`src/rtl/main_decoder.sv`:
```
// LEGv8 main control decoder: combinational opcode decode, registered controls (1-cycle latency).
// Optional MAINDEC_ILLEGAL_EN adds a registered 'illegal' flag for unmatched opcodes.
module main_decoder #(
  parameter int OP_W = 11
) (
  input  logic            clk,
  input  logic            reset,
  input  logic            op_valid,
  input  logic [OP_W-1:0] Op,
  output logic            valid,
  output logic            Reg2Loc,
  output logic            ALUSrc,
  output logic            MemtoReg,
  output logic            RegWrite,
  output logic            MemRead,
  output logic            MemWrite,
  output logic            Branch,
`ifdef MAINDEC_ILLEGAL_EN
  output logic            illegal,
`endif
  output logic [1:0]      ALUOp
);

  localparam logic [10:0] OP_LDUR    = 11'b11111000010;
  localparam logic [10:0] OP_STUR    = 11'b11111000000;
  localparam logic [7:0]  OP_CBZ_PFX = 8'b10110100;
  localparam logic [10:0] OP_ADD     = 11'b10001011000;
  localparam logic [10:0] OP_SUB     = 11'b11001011000;
  localparam logic [10:0] OP_AND     = 11'b10001010000;
  localparam logic [10:0] OP_ORR     = 11'b10101010000;

  typedef struct packed {
    logic       reg2loc;
    logic       alusrc;
    logic       memtoreg;
    logic       regwrite;
    logic       memread;
    logic       memwrite;
    logic       branch;
    logic [1:0] aluop;
  } ctrl_t;

  ctrl_t ctrl_d;
  ctrl_t ctrl_q;
  logic  hit;
  logic  valid_q;
  logic  illegal_q;

  // NOTE: defaults first so every path assigns every bit and no latch is inferred.
  always_comb begin
    ctrl_d = '0;
    hit    = 1'b1;
    if (Op == OP_LDUR) begin
      ctrl_d = '{reg2loc: 1'b0, alusrc: 1'b1, memtoreg: 1'b1, regwrite: 1'b1,
                 memread: 1'b1, memwrite: 1'b0, branch: 1'b0, aluop: 2'b00};
    end else if (Op == OP_STUR) begin
      ctrl_d = '{reg2loc: 1'b1, alusrc: 1'b1, memtoreg: 1'b0, regwrite: 1'b0,
                 memread: 1'b0, memwrite: 1'b1, branch: 1'b0, aluop: 2'b00};
    end else if (Op[10:3] == OP_CBZ_PFX) begin
      ctrl_d = '{reg2loc: 1'b1, alusrc: 1'b0, memtoreg: 1'b0, regwrite: 1'b0,
                 memread: 1'b0, memwrite: 1'b0, branch: 1'b1, aluop: 2'b01};
    end else if (Op == OP_ADD || Op == OP_SUB || Op == OP_AND || Op == OP_ORR) begin
      ctrl_d = '{reg2loc: 1'b0, alusrc: 1'b0, memtoreg: 1'b0, regwrite: 1'b1,
                 memread: 1'b0, memwrite: 1'b0, branch: 1'b0, aluop: 2'b10};
    end else begin
      hit = 1'b0;
    end
  end

  // A bubble (op_valid = 0) loads all-zero controls regardless of Op.
  // NOTE: non-blocking assignments in clocked logic avoid simulation ordering races.
  always_ff @(posedge clk or posedge reset) begin
    if (reset) begin
      valid_q   <= 1'b0;
      ctrl_q    <= '0;
      illegal_q <= 1'b0;
    end else begin
      valid_q   <= op_valid;
      ctrl_q    <= op_valid ? ctrl_d : '0;
      illegal_q <= op_valid & ~hit;
    end
  end

  assign valid    = valid_q;
  assign Reg2Loc  = ctrl_q.reg2loc;
  assign ALUSrc   = ctrl_q.alusrc;
  assign MemtoReg = ctrl_q.memtoreg;
  assign RegWrite = ctrl_q.regwrite;
  assign MemRead  = ctrl_q.memread;
  assign MemWrite = ctrl_q.memwrite;
  assign Branch   = ctrl_q.branch;
  assign ALUOp    = ctrl_q.aluop;

`ifdef MAINDEC_ILLEGAL_EN
  assign illegal = illegal_q;
`else
  logic unused_illegal;
  assign unused_illegal = illegal_q;
`endif

endmodule

```
`config.mk`:
```
export PLATFORM = sky130hd
export DESIGN_NAME = main_decoder
export DESIGN_NICKNAME = d
export VERILOG_FILES = /design/src/rtl/main_decoder.sv
export SDC_FILE = /design/constraint.sdc
export NUM_CORES = 1
export LEC_CHECK = 0
export BUFFER_PORTS_ARGS = -buffer_cell sky130_fd_sc_hd__buf_2
export CAP_MARGIN = 20
export CORE_AREA = 2 2 39 41
export CTS_CLUSTER_SIZE = 30
export DETAILED_ROUTE_END_ITERATION = 8
export DIE_AREA = 0 0 41 43
export PLACE_DENSITY = 0.61
export SETUP_SLACK_MARGIN = 0.02
export SYNTH_ARGS = -nofsm -noshare
export SYNTH_HDL_FRONTEND = slang
export SYNTH_SLANG_ARGS = --single-unit
```
`constraint.sdc`:
```
create_clock -name clk -period 0.8 [get_ports clk]
set_input_delay 0.08 -clock clk [delete_from_list [all_inputs] [get_ports clk]]
set_output_delay 0.08 -clock clk [all_outputs]
set_load 0.005 [all_outputs]
```
### Word level (Yosys, flattened, before mapping)

Cells that the tools add are included.
W data, S select, Z words.

| storage, ports and cells | value |
|---|---|
| input bits | 14 |
| ROM bits | 0 |
| logic and storage cells | 24 |
| bits in latches | 0 |
| RAM bits | 0 |
| memories kept | 0 |
| flip-flop bits (word level) | 10 |

| operators by class | value |
|---|---|
| add/sub/neg operators | 0 |
| div/mod/pow operators | 0 |
| shift operators | 0 |
| eq/ne operators | 7 |
| reductions and logical operators | 3 |
| bitwise gates (word level) | 0 |
| multipliers | 0 |
| magnitude comparators | 0 |
| muxes and demuxes | 5 |

Operator list:

| kind | number |
|---|---|
| $eq A11 B11 Y1 const B | 6 |
| $mux W9 | 4 |
| $eq A8 B8 Y1 const B | 1 |
| $mux W6 | 1 |
| $logic_or A1 B1 Y1 | 3 |

### Depth between registers and ports, before layout

| depth | value |
|---|---|
| depth in word-level cells | 9 |
| mapped depth | 4 |

### Worst setup path after synthesis

No wires, ideal clock.

| timing | value |
|---|---|
| path kind | in2reg |
| from | in Op[6] |
| to | reg ctrl_q (netlist bit Reg2Loc) |
| arrival time | 730 ps |
| stages | 2 |
| slack | -7 ps |
| data required time | 723 ps |
| setup time | 77 ps |
| path buffers | 0 |
| cells stage by stage | or4b_1 a21oi_1 |

| between the ends | value |
|---|---|
| longest elaborated chain between the ends | 5 |
| elaborated cells between the ends (all ways) | 7 |
| classes of those cells | 3 x eq/ne; 4 x mux |

Ends and longest elaborated chain:

| item | line | RTL |
|---|---|---|
| start, declared | 9 | `input logic [OP_W-1:0] Op,` |
| $eq A8 B8 Y1 | 59 | `end else if (Op[10:3] == OP_CBZ_PFX) begin` |
| $mux W9 | 59 |  |
| $mux W9 | 56 | `end else if (Op == OP_STUR) begin` |
| $mux W9 * | 53 | `if (Op == OP_LDUR) begin` |
| $mux W9 * | 79 | `ctrl_q <= op_valid ? ctrl_d : '0;` |
| end signal, assigned | 79 |  |
| end, declared | 44 | `ctrl_t ctrl_q;` |

Mark *: on every way between the ends. The rest lies on a longest branch, timed or not.

==> flow_metrics.py <==
metrics = {
    "placed_design": {
        "dp_hpwl_um": 527,
        "dp_cells": 69,
        "port_buffers": 23,
        "place_congestion": 0.619,
    },
    "logic_synthesis": {
        "synthCells": 30,
        "yosysWarnings": 0,
        "ys_ff_latch": 8,
        "synth_area_um2": 355,
        "syn_nets": 44,
        "synth.distinct_cells": 18,
        "ys_seq_area_frac": 0.563,
        "syn_avg_cell_area_um2": 11.8,
    },
    "run": {
        "drv_cap": 0,
    },
    "critical_path": {
        "timing.critical_path.cells": "buf_2",
        "start_kind": "register",
        "criticalPathCategory": "register to output pin",
        "required_ps": 720,
        "crit_path_top_delay_cell": "dfrtp_1",
        "worstPathMaxFanout": 2,
        "arrival_ps": 740,
        "cp_num_buf_inv": 1,
        "cp_top_family": "flip-flops",
        "end_kind": "output pin",
        "critPathMaxStageDelay_ps": 370,
    },
    "route": {
        "finalWirelength_um": 621,
        "drc_errors": 0,
        "routedWlPerCell_um": 8.28,
        "vias": 308,
        "ant_nets": 0,
        "via_per_inst": 4.11,
        "drt_pre_antenna_iters": 1,
        "initialDrtViolationCount": 0,
    },
    "grt": {
        "antenna_found_initial": 0,
        "gr-total-overflow": 0,
        "grt_max_degree": 9,
        "grt_pass1_wl_um": 986,
        "track_usage": 0.0841,
        "grt_pass1_vias": 261,
    },
    "timing": {
        "tightestPinTransition_ps": 281,
        "fin_tns_setup_ps": -59.7,
        "drv_slew": 0,
        "fin_crit_ps": 819,
        "fin_ws_ps": -18.8,
        "fin_crit_sh": 1.02,
        "setup_viol": 5,
        "hold_violations": 0,
        "grt_setup_unrepaired": "yes",
        "max_freq_mhz": 1220,
        "slew-limit-headroom": 0.812,
    },
    "die": {
        "io_pins": 24,
        "row_count": 14,
        "start_util": 0.257,
        "die_area_um2": 1760,
        "fp.dieH_um": 43,
        "coreArea_um2": 1380,
        "die_w_um": 41,
    },
    "final_layout": {
        "num_antenna_cells": 0,
        "stdcell_count": 75,
        "syn_to_final_growth_pct": 52.8,
        "drive_above_1_share": 0.542,
        "nets": 75,
    },
    "run_status": {
        "status": "finished with violations",
        "violations": "setup timing",
    },
    "min_path": {
        "hp-class": "primary input to register",
    },
    "cts": {
        "cts_max_path_buffers": 2,
        "cts_tree": "done",
        "cts.sinks": 8,
        "h-tree-depth": 1,
        "numCtsBuffers": 3,
        "clk_pin_slew_ps": 50,
        "cts_resized": 0,
        "cts_root_buf": "clkbuf_4",
    },
    "power_and_ir_drop": {
        "total_leakage_power_nw": 0.298,
        "max-vdd-ir-drop_mv": 0.354,
        "power.density_nw_per_um2": 1470,
    },
}
[cell usage after synthesis]
| master | count | area (um^2) |
|---|---|---|
| dfrtp_1 | 8 | 200 |
| nand2_1 | 3 | 11.3 |
| nor2_1 | 3 | 11.3 |
| buf_4 | 2 | 15.0 |
| a21oi_1 | 1 | 5.00 |
| and4b_1 | 1 | 10.0 |
| buf_2 | 1 | 5.00 |
| inv_1 | 1 | 3.75 |
| mux2i_1 | 1 | 10.0 |
| nand3_1 | 1 | 5.00 |
| nand3b_1 | 1 | 7.51 |
| nor2b_1 | 1 | 6.26 |
| nor3_2 | 1 | 10.0 |
| nor3b_1 | 1 | 7.51 |
| nor4b_4 | 1 | 23.8 |
| o21bai_1 | 1 | 7.51 |
| or3_1 | 1 | 6.26 |
| or4b_1 | 1 | 10.0 |
[through the flow]
stage	area [um^2]	power, mW	setup slack [ps]	util	hold slack [ps]
2_1_floorplan	362	0.445	-7.31	-	-104
3_3_place_gp	493	0.502	-206	0.356	23.4
3_5_place_dp	493	0.503	-197	0.356	24.8
4_1_cts	536	0.811	-29.0	0.387	94.8
5_1_grt	543	0.842	-58.4	0.392	104
6_report	543	0.796	-18.8	0.392	108
[layer usage]
metal	track usage	routed length, um
met2	0.116	242
met4	0.0800	17
met3	0.0157	109
met1	0.103	252
met5	0	0
[worst paths after layout]
check	cells past startpoint	end	slack [ps]	from
min in group asynchronous	3	ALUOp[0]	310	reset
max in group asynchronous	3	valid	280	reset
max	1	Branch	-20	ALUOp[0]
min	3	MemWrite	110	Op[1]
[sequential cells by signal, summed over array words and instances, names as in the netlist]
register / flops
ALUSrc: 1
MemWrite: 1
ALUOp: 2
valid: 1
Reg2Loc: 1
RegWrite: 1
MemRead: 1
[layout by cell type (no fill, tap or decap)]
cell type	instances
or3_1	1
nand2_1	3
or4b_1	1
nand3b_1	1
dlygate4sd3_1	2
inv_1	1
and4b_1	1
clkbuf_4	3
nor3_2	1
buf_2	23
nor3b_1	1
buf_4	4
dfrtp_1	8
nor2_1	3
o21bai_1	1
a21oi_1	1
nor2b_1	1
nand3_1	1
nor4b_4	1
mux2i_1	1
[repair_timing]
action	CTS	global route
endpoints found under the hold margin	9	0
pin swaps	0	2
setup endpoints to repair	10	11
hold buffers	2	0
setup buffers	0	1
[logic make-up after synthesis]
group / after synthesis / synth area share
flops: 8 / 0.563
simple gates: 15 / 0.306
buf+inv: 4 / 0.0669
compound gates: 2 / 0.0352
mux: 1 / 0.0282
[power breakdown]
group / leakage [nW] / switching, mW / internal, mW
clock: 0.0138 / 0.123 / 0.171
sequential: 0.109 / 0.000559 / 0.408
combinational: 0.175 / 0.0391 / 0.0538
total: 0.298 / 0.163 / 0.633
[final cells by class]
cell class                      instances  area [um^2]
Tap cell                               16         20.0
Inverter                                1         3.75
Sequential cell                         8          200
Fill cell                             146          841
Multi-Input combinational cell         18          131
Clock buffer                            3         22.5
Timing Repair Buffer                   29          165
Power figures use the tool's default switching activity.
